### src/rtl/mips_pkg.sv
// Shared types and defaults for the MEM-stage data-cache miss sequencer.
package mips_pkg;

  typedef enum logic [1:0] {
    IDLE      = 2'd0,
    WRITEBACK = 2'd1,
    FILL      = 2'd2,
    REFILL    = 2'd3
  } miss_state_t;

  localparam int DEFAULT_MEM_LATENCY = 4;

  // Wait-counter reload value: a phase lasts lat cycles counting lat-1 down to 0.
  function automatic logic [3:0] wait_reload(input int lat);
    return 4'(lat - 1);
  endfunction

endpackage

### src/rtl/dcache_miss_ctrl_mem_wait_counter.sv
// Down-counter timing one main-memory phase; done when the count reaches zero.
module mem_wait_counter (
  input  logic       clk,
  input  logic       rst_b,
  input  logic       load_i,
  input  logic [3:0] load_val_i,
  input  logic       dec_i,
  output logic       done_o
);

  logic [3:0] count_q;
  logic [3:0] count_d;

  // Next count: load has priority, decrement stops at zero so it never wraps.
  always_comb begin
    count_d = count_q;
    if (load_i) begin
      count_d = load_val_i;
    end else if (dec_i && (count_q != 4'd0)) begin
      count_d = count_q - 4'd1;
    end else begin
      count_d = count_q;
    end
  end

  // Count register with synchronous reset.
  always_ff @(posedge clk) begin
    if (rst_b) begin
      count_q <= 4'd0;
    end else begin
      count_q <= count_d;
    end
  end

  assign done_o = (count_q == 4'd0);

endmodule

### src/rtl/dcache_miss_ctrl.sv
// Data-cache miss sequencer: stall, dirty-victim writeback, line refill, replay.
// Optional DCACHE_PERF_CNT_EN adds saturating miss/writeback counters.
module dcache_miss_ctrl
  import mips_pkg::*;
#(
  parameter int MEM_LATENCY = DEFAULT_MEM_LATENCY,
  parameter int ADDR_W      = 32
) (
  input  logic              clk,
  input  logic              rst_b,
  input  logic              req_valid,
  input  logic              req_write,
  input  logic [ADDR_W-1:0] req_addr,
  input  logic              cache_hit,
  input  logic              cache_dirty,
  input  logic [ADDR_W-1:0] victim_addr,
  output logic              stall,
  output logic [ADDR_W-1:0] mem_addr,
  output logic              mem_write_en,
  output logic              we_cache,
  output logic              cache_input_type,
  output logic              memory_address_type,
  output logic              set_valid,
  output logic              set_dirty
`ifdef DCACHE_PERF_CNT_EN
  ,
  output logic [31:0]       miss_count,
  output logic [31:0]       wb_count
`endif
);

  miss_state_t       state_q;
  logic [ADDR_W-3:0] req_waddr_q;
  logic [ADDR_W-3:0] victim_waddr_q;
  logic              req_write_q;
  logic              idle_miss_s;
  logic              cnt_load_s;
  logic              cnt_dec_s;
  logic              cnt_done_s;
  logic              unused_s;

  assign idle_miss_s = (state_q == IDLE) && req_valid && !cache_hit;
  assign cnt_load_s  = idle_miss_s || ((state_q == WRITEBACK) && cnt_done_s);
  assign cnt_dec_s   = ((state_q == WRITEBACK) || (state_q == FILL)) && !cnt_done_s;

  mem_wait_counter u_wait (
    .clk        (clk),
    .rst_b      (rst_b),
    .load_i     (cnt_load_s),
    .load_val_i (wait_reload(MEM_LATENCY)),
    .dec_i      (cnt_dec_s),
    .done_o     (cnt_done_s)
  );

  // Miss FSM; request fields are latched only on the IDLE miss edge.
  always_ff @(posedge clk) begin
    if (rst_b) begin
      state_q        <= IDLE;
      req_waddr_q    <= '0;
      victim_waddr_q <= '0;
      req_write_q    <= 1'b0;
    end else begin
      case (state_q)
        IDLE: begin
          if (idle_miss_s) begin
            req_waddr_q    <= req_addr[ADDR_W-1:2];
            victim_waddr_q <= victim_addr[ADDR_W-1:2];
            req_write_q    <= req_write;
            state_q        <= cache_dirty ? WRITEBACK : FILL;
          end else begin
            state_q <= IDLE;
          end
        end
        WRITEBACK: state_q <= cnt_done_s ? FILL : WRITEBACK;
        FILL:      state_q <= cnt_done_s ? REFILL : FILL;
        REFILL:    state_q <= IDLE;
        default:   state_q <= IDLE;
      endcase
    end
  end

  // Control decode; write strobes are forced low while reset is asserted.
  always_comb begin
    stall               = 1'b0;
    mem_addr            = {req_addr[ADDR_W-1:2], 2'b00};
    mem_write_en        = 1'b0;
    we_cache            = 1'b0;
    cache_input_type    = 1'b0;
    memory_address_type = 1'b0;
    set_valid           = 1'b0;
    set_dirty           = 1'b0;
    case (state_q)
      IDLE: begin
        if (req_valid && cache_hit) begin
          we_cache  = req_write;
          set_valid = req_write;
          set_dirty = req_write;
        end else if (req_valid) begin
          stall = 1'b1;
        end else begin
          stall = 1'b0;
        end
      end
      WRITEBACK: begin
        stall               = 1'b1;
        mem_write_en        = 1'b1;
        memory_address_type = 1'b1;
        mem_addr            = {victim_waddr_q, 2'b00};
      end
      FILL: begin
        stall    = 1'b1;
        mem_addr = {req_waddr_q, 2'b00};
      end
      REFILL: begin
        stall            = 1'b1;
        mem_addr         = {req_waddr_q, 2'b00};
        we_cache         = 1'b1;
        cache_input_type = 1'b1;
        set_valid        = 1'b1;
      end
      default: begin
        stall = 1'b0;
      end
    endcase
    if (rst_b) begin
      mem_write_en = 1'b0;
      we_cache     = 1'b0;
      set_valid    = 1'b0;
      set_dirty    = 1'b0;
    end else begin
      mem_write_en = mem_write_en;
    end
  end

  // Byte offsets never reach memory; the latched store flag is kept for debug visibility.
  assign unused_s = ^{req_addr[1:0], victim_addr[1:0], req_write_q};

`ifdef DCACHE_PERF_CNT_EN
  logic [31:0] miss_count_q;
  logic [31:0] wb_count_q;

  // Saturating event counters, cleared by reset.
  always_ff @(posedge clk) begin
    if (rst_b) begin
      miss_count_q <= 32'd0;
      wb_count_q   <= 32'd0;
    end else begin
      if (idle_miss_s && (miss_count_q != 32'hFFFF_FFFF)) begin
        miss_count_q <= miss_count_q + 32'd1;
      end
      if (idle_miss_s && cache_dirty && (wb_count_q != 32'hFFFF_FFFF)) begin
        wb_count_q <= wb_count_q + 32'd1;
      end
    end
  end

  assign miss_count = miss_count_q;
  assign wb_count   = wb_count_q;
`endif

endmodule

### config.mk
export PLATFORM = sky130hd
export DESIGN_NAME = dcache_miss_ctrl
export DESIGN_NICKNAME = d
export VERILOG_FILES = /design/src/rtl/mips_pkg.sv /design/src/rtl/dcache_miss_ctrl_mem_wait_counter.sv /design/src/rtl/dcache_miss_ctrl.sv
export SDC_FILE = /design/constraint.sdc
export NUM_CORES = 1
export LEC_CHECK = 0
export BUFFER_PORTS_ARGS = -buffer_cell sky130_fd_sc_hd__buf_2
export CORE_AREA = 3 3 118 97
export DETAILED_ROUTE_END_ITERATION = 8
export DIE_AREA = 0 0 121 100
export GPL_TIMING_DRIVEN = 0
export PLACE_DENSITY = 0.57
export SLEW_MARGIN = 20
export SYNTH_ARGS = -nofsm -noshare
export SYNTH_HDL_FRONTEND = slang
export SYNTH_SLANG_ARGS = --single-unit
### constraint.sdc
create_clock -name clk -period 2.6 [get_ports clk]
set_input_delay 0.39 -clock clk [delete_from_list [all_inputs] [get_ports clk]]
set_output_delay 0.39 -clock clk [all_outputs]
set_load 0.01 [all_outputs]
# Word-level counts from Yosys, hierarchy flattened
# Index checks and enable logic that the tools add are counted.
# word_totals
ff_bits	66
input_bits	70
output_inout_bits	39
elab_cells	46
# op_classes
addsub	1
n_eq_ne	3
n_mux	19
reduce_logical	18
# ops
operator	count
32-bit case mux with 2 select lines	1
1-bit 2-to-1 mux	10
2-bit 2-to-1 mux	5
2-bit case mux with 4 select lines	1
1-bit logical AND	6
2-bit == test (second input constant)	2
4-bit logical NOT	1
1-bit case mux with 2 select lines	2
4-bit nonzero test	1
2-bit OR reduction	2
4-bit by 1-bit subtractor with 4-bit output (second input constant)	1
3-bit OR reduction	1
2-bit by 1-bit == test with 1-bit output (second input constant)	1
1-bit logical NOT	2
2-bit logical NOT	1
1-bit logical OR	2
2-bit AND reduction	1
2-bit nonzero test	1

# Longest topological paths before layout
# Gate-level depths: netlist of the first run.
# logic_depth
depth_word	6
ltp_mapped	8
mapped_depth_nobuf	5

# Modules after synthesis
# Synthesis of the first run repeated with hierarchy kept, for this count alone.
# hier_totals
cells_unflattened	459
area_unflattened_um2	3966.3
# by_module_without_submodules
module	instances	cells_per_inst	area_each_um2	seq_area_each_um2
dcache_miss_ctrl	1	430	3703.6	1241.2
mem_wait_counter	1	29	262.8	80.1

# Worst setup path before layout of the first run
# Ideal clock, no wire load.
# synth_timing
kind	register to output
from	reg state_q[0]
to	out we_cache
arrival_time_ps	1471
required_time_ps	2210
slack_ps	739
path_stages_with_launch	7
path_buffers	2
cell_sequence	dfxtp_1 inv_1 ha_1 buf_6 nand4_1 a211oi_1 buf_4
# synth_via
elab_chain_len	3
word_cells_on_any_way	4
cone_classes	eq/ne: 1; mux: 2; reduce/logical: 1
# synth_lines
element	line	text
from (decl)	dcache_miss_ctrl.sv:32	miss_state_t state_q;
from (signal assigned)	dcache_miss_ctrl.sv:69	state_q <= cache_dirty ? WRITEBACK : FILL;
from (signal assigned)	dcache_miss_ctrl.sv:74	WRITEBACK: state_q <= cnt_done_s ? FILL : WRITEBACK;
from (signal assigned)	dcache_miss_ctrl.sv:75	FILL: state_q <= cnt_done_s ? REFILL : FILL;
2-bit == test or 2-bit logical NOT (tied branches)	-	
1-bit case mux with 2 select lines (*)	-	
1-bit 2-to-1 mux (*)	-	
to (decl)	dcache_miss_ctrl.sv:20	output logic we_cache,
# Every way passes the cells marked *; elsewhere a longest branch is shown, timed or not.

# Worst setup path after layout of the first run
# layout_timing
from	reg state_q[0]
to	out mem_addr[10]
# layout_via
elab_chain_len	3
word_cells_on_any_way	5
cone_classes	eq/ne: 3; mux: 1; reduce/logical: 1
# layout_lines
element	line	text
2-bit == test	dcache_miss_ctrl.sv:92	case (state_q)
2-bit OR reduction (no source line)	-	
32-bit case mux with 2 select lines (*)	dcache_miss_ctrl.sv:92	
to (decl)	dcache_miss_ctrl.sv:18	output logic [ADDR_W-1:0] mem_addr,
# Marks and branches as above.

==> flow_summary.json, run 1 <==
{
  "hold_viol_final": 0,
  "crit_type": "reg -> out",
  "numClockSinks": 66,
  "dpl.hpwl_um": 7680,
  "period_share": 0.940,
  "synthTopCellsByCount": "nand2_1 (94), dfxtp_1 (66), a21oi_2 (60), nand2_2 (60), o21ai_1 (31)",
  "timing.fmax_ghz": 0.409,
  "cp-start-kind": "register",
  "synth.avg_cell_area_um2": 8.47,
  "die-area_um2": 12100,
  "synth_top_area_cell": "dfxtp_1",
  "total_power_mw": 4.14,
  "ys_ff_latch": 66,
  "setup_viol": 0,
  "slew_headroom": 0.468,
  "grtUsageMet1": 0.242,
  "clkLatencyLatePin_ns": 0.33,
  "area_growth_pct": 28.2,
  "synthFlopType": "dfxtp_1",
  "synth_edf_count": 0,
  "drt_wl_total_um": 10700,
  "end_kind": "output pin",
  "post_cts_buffers": 0,
  "antenna_left": 0,
  "core_area_um2": 10300,
  "holdPathEnd": "victim_waddr_q[20]",
  "reg2reg_from": "state_q[0]",
  "rsz0062_at_grt": "false",
  "ys_top_cells_by_area": "dfxtp_1 (37%), a21oi_2 (15%), nand2_2 (10%), nand2_1 (9.8%), a22oi_1 (6.3%)",
  "async_flop_share": 0,
  "post-route-util": 0.448,
  "diodes": 0,
  "die_y_um": 100,
  "ios": 109,
  "wl_per_cell_um": 15.7,
  "drt-vias-per-instance": 4.78,
  "reg2reg_setup_slack_ns": 0.87,
  "synth_top_area_frac": 0.368,
  "dr.pass1.iters": 4,
  "syn_inst": 424,
  "nFillCells": 1065,
  "nets": 614,
  "start_util": 0.349,
  "grtUsageMet2": 0.279,
  "worstMarginPinSlew_ns": 0.798,
  "antenna_found_initial": 0,
  "grt_pass1_wl_um": 16800,
  "synth_cell_types": 38,
  "hp-class": "in -> reg",
  "cts_hold_buf": 0,
  "cp.required_ns": 2.21,
  "cts_tree": "built",
  "regToRegEndpoint": "victim_waddr_q[13]",
  "vdd.ir_drop.worst_v": 0.000388,
  "p_leak_nw": 1.79,
  "die_width_um": 121,
  "crit_fanout": 10,
  "worst_clock_skew_ns": 0.00364,
  "synth_warnings": 0,
  "drv_slew": 0,
  "cts_resized": 0,
  "busiest_layer": "met2",
  "netlist_area_um2": 3590,
  "grt_util_all_layers": 0.179,
  "maxCapViolCount": 0,
  "status": "completed",
  "grt_max_degree": 12,
  "cp.arrival_ns": 2.05,
  "synth-seq-area-share": 0.368,
  "core.rowCount": 33,
  "gp_routability_congestion": 0.793,
  "tns_ns": 0,
  "drc": 0,
  "dr_total_vias": 3261,
  "grt_pass1_vias": 3248,
  "numCtsBuffers": 9,
  "root_buffer": "clkbuf_16",
  "crit_start": "state_q[0]",
  "first_iter_violations": 214,
  "port_buffers": 101,
  "post-synth-top-count-cell": "nand2_1",
  "cts.path.max_buffers": 2,
  "grt-ovfl-total": 0,
  "h-tree-depth": 3,
  "powerDensity_nw_per_um2": 900,
  "drive_gt1_frac": 0.494,
  "post-route-min-period_ns": 2.44,
  "holdPathStages": 3,
  "cts.clk_slew.worst_paths_ns": 0.06,
  "r2r_cells": 8,
  "gr-usage-met3": 0.0468,
  "worstHoldStart": "victim_addr[22]"
}
worst max-delay path, stage by stage, from the launching register on:
cell and delay, ns:
dfxtp_1 0.33, inv_1 0.11, ha_1 0.22, buf_6 0.15, clkbuf_1 0.53, nand2_1 0.10, o21ai_1 0.13, buf_2 0.16
cells in the final DEF (no fill, tap or decap), types with 2 or more instances in the layout:
cell type and instances:
buf_4 4, buf_12 7, a22oi_1 30, buf_2 112, clkbuf_16 9, nand3b_1 2, a21oi_2 60, nand2_1 94
inv_1 8, a211oi_1 2, clkbuf_1 10, dfxtp_1 66, nand2_2 60, conb_1 2, o21ai_1 31, bufinv_16 2
clkbuf_2 6, ha_1 7, clkinv_2 2, nor2b_1 2, nor2_1 3
per-layer routing:
metal | routed length, um | vias up
li1 | - | 1655
met1 | 5260 | 1495
met2 | 4690 | 98
met3 | 623 | 13
met4 | 167 | 0
met5 | 0 | -
power by group:
group          total [mW]  internal [mW]  leakage [nW]  switching [mW]
sequential           1.21           1.13         0.538          0.0779
clock                1.31          0.862         0.156           0.448
combinational        1.62          0.613          1.09            1.01
total                4.14           2.61          1.79            1.53
cells by family (layout without fill, tap and decap cells):
logic type               count (synthesis)  after routing  share of synthesized area
multiplexers                             2              2                    0.00593
other                                    1              2                    0.00104
buffers and inverters                   46            163                     0.0899
AO/OA/AOI/OAI                          130            130                      0.272
AND/OR/NAND/NOR                        172            172                      0.239
flip-flops                              66             66                      0.368
adder cells (fa/ha/maj)                  7              7                     0.0244
cell type report:
| class | instances | area [um^2] | share of cell area |
|---|---|---|---|
| Multi-Input combinational cell | 313 | 1950 | 0.424 |
| Sequential cell | 66 | 1320 | 0.287 |
| Timing Repair Buffer | 101 | 505 | 0.110 |
| Buffer | 38 | 300 | 0.0653 |
| Clock buffer | 11 | 243 | 0.0527 |
| Tap cell | 140 | 175 | 0.0381 |
| Clock inverter | 5 | 77.6 | 0.0169 |
| Inverter | 8 | 30.0 | 0.00653 |
registers in the layout (all words and copies together) (netlist names):
signal / count
req_waddr_q: 30
state_q: 2
victim_waddr_q: 30
u_wait.count_q: 4
metrics by stage:
stage               instance area (um^2)  hold WS (ns)  std cells  worst slack (ns)
floorplan                           3590         0.448        425             0.739
finish                              4600         0.294        682             0.155
global route                        4600         0.293        682            0.0357
detailed placement                  4270         0.458        666             0.391
global placement                    4270         0.454        666             0.427
CTS                                 4590         0.292        682            0.0391
worst max path at each step:
stage,end,slack [ns],cells after the start
6_report,mem_addr[10],0.16,7
3_3_place_gp,mem_addr[10],0.43,6
4_1_cts,mem_addr[10],0.04,6
2_1_floorplan,we_cache,0.74,6
3_5_place_dp,mem_addr[10],0.39,6
5_1_grt,mem_addr[29],0.04,7
Note: power is estimated with default switching activity, not from simulation.
==> inputs of run 2 (changes only) <==
CELL_PAD_IN_SITES_DETAIL_PLACEMENT = 2   (was not set)
CELL_PAD_IN_SITES_GLOBAL_PLACEMENT = 2   (was not set)
CORE_AREA = 3 3 123 101   (was 3 3 118 97)
DIE_AREA = 0 0 126 104   (was 0 0 121 100)
PLACE_DENSITY = 0.84   (was 0.57)
==> run 2 against run 1 <==
Sequential power about the same. Non-clock buffer count decreased by 1. Final cell count grew 1.0%. Final area is 0.65% higher. Clock skew rose by 0.0016 ns. Combinational power rose by 6%. Power is 5.0% higher. Clock-buffer cell count shrank 2. Hold slack better by 0.0012 ns. Critical path type unchanged. Critical endpoint unchanged. Largest cell class unchanged.
==> flow_summary.json, run 2 (synthesis results as in run 1) <==
{
  "die-area_um2": 13100,
  "worst_clock_skew_ns": 0.00524,
  "antenna_found_initial": 0,
  "worstMarginPinSlew_ns": 0.808,
  "whs_ns": 0.295,
  "cp.arrival_ns": 2.04,
  "end_kind": "output pin",
  "dr.pass1.iters": 4,
  "drt-vias-per-instance": 5.03,
  "drive_gt1_frac": 0.501,
  "cts_resized": 2,
  "numCtsBuffers": 9,
  "powerDensity_nw_per_um2": 939,
  "layout.area.seq_um2": 1320,
  "post-route-min-period_ns": 2.43,
  "tns_ns": 0,
  "cts.clk_slew.worst_paths_ns": 0.06,
  "grt_max_degree": 13,
  "vdd.ir_drop.worst_v": 0.000387,
  "cts.path.max_buffers": 2,
  "antenna_left": 0,
  "cts_hold_buf": 0,
  "final_common_cell": "buf_2",
  "ios": 109,
  "first_iter_violations": 160,
  "nFillCells": 1303,
  "gp_routability_congestion": 0.773,
  "timing.fmax_ghz": 0.411,
  "grt_pass1_wl_um": 20900,
  "die_width_um": 126,
  "setup_viol": 0,
  "hold_viol_final": 0,
  "cp-start-kind": "register",
  "slew_headroom": 0.462,
  "crit_end": "mem_addr[10]",
  "cts_tree": "built",
  "r2r_cells": 8,
  "clkLatencyLatePin_ns": 0.33,
  "crit_type": "reg -> out",
  "grt_pass1_vias": 3846,
  "cp.required_ns": 2.21,
  "multi_input_area_um2": 1950,
  "port_buffers": 101,
  "total_power_mw": 4.35,
  "drc": 0,
  "crit_fanout": 10,
  "final_cell_mix": "buf_2 (113), nand2_1 (94), dfxtp_1 (66), nand2_2 (60), a21oi_2 (60)",
  "final_cells": 689,
  "wl_per_cell_um": 19.2,
  "diodes": 0,
  "core.rowCount": 35,
  "hp-class": "in -> reg",
  "reg.largest.list": "req_waddr_q: 30 flops, victim_waddr_q: 30 flops, u_wait.count_q: 4 flops",
  "regToRegEndpoint": "victim_waddr_q[11]",
  "nets": 613,
  "reg2reg_setup_slack_ns": 0.74,
  "p_leak_nw": 1.80,
  "drv_slew": 0,
  "holdPathStages": 3,
  "post_cts_buffers": 0,
  "place_inst": 674,
  "area_growth_pct": 29.0,
  "grt-ovfl-total": 0,
  "h-tree-depth": 3,
  "crit_start": "state_q[0]",
  "drt_wl_total_um": 13200,
  "grt_util_all_layers": 0.202,
  "core_area_um2": 11400,
  "dr_total_vias": 3466,
  "maxCapViolCount": 0,
  "period_share": 0.936,
  "numClockSinks": 66,
  "root_buffer": "clkbuf_16",
  "die_y_um": 104,
  "status": "completed",
  "rsz0062_at_grt": "false",
  "reg2reg_from": "state_q[0]",
  "dpl.hpwl_um": 9470,
  "start_util": 0.315
}
[run 2: critical path: stages, from the launching register on]
cell      delay, ns
dfxtp_1        0.35
inv_1          0.09
ha_1           0.24
or2_1          0.28
clkbuf_2       0.27
a22oi_1        0.20
o21ai_1        0.11
buf_2          0.16
[run 2: worst min-delay path by stage]
stage | to | from | slack (ns)
after floorplan | req_waddr_q[0] | req_waddr_q[0] | 0.45
after global placement | req_waddr_q[8] | req_waddr_q[8] | 0.45
after detailed placement | req_waddr_q[16] | req_waddr_q[16] | 0.46
after CTS | victim_waddr_q[24] | victim_addr[26] | 0.28
after global routing | victim_waddr_q[24] | victim_addr[26] | 0.28
final | victim_waddr_q[21] | victim_addr[23] | 0.30
[run 2: cell type report]
type / instances / share of cell area
Multi-Input combinational cell: 313 / 0.421
Sequential cell: 66 / 0.285
Timing Repair Buffer: 101 / 0.109
Buffer: 37 / 0.0646
Clock buffer: 9 / 0.0486
Tap cell: 148 / 0.0400
Clock inverter: 7 / 0.0251
Inverter: 8 / 0.00648
[run 2: metal layers]
layer	track usage	vias to the layer above	share of wire
met5	0	-	0
met4	0.0490	0	0.014
met3	0.0472	13	0.046
met2	0.335	87	0.47
met1	0.266	1712	0.47
li1	-	1654	-
[run 2: power breakdown]
part           switching, mW  internal, mW
clock                  0.478         0.937
combinational           1.10         0.616
sequential            0.0867          1.13
total                   1.67          2.68
[run 2: per-stage QoR]
stage	cell area (um^2)	setup WS, ns	utilization
after floorplan	3590	0.739	-
after global placement	4280	0.356	0.376
after detailed placement	4280	0.296	0.376
after CTS	4630	-0.0306	0.406
after global routing	4630	0.0121	0.407
final	4630	0.167	0.407
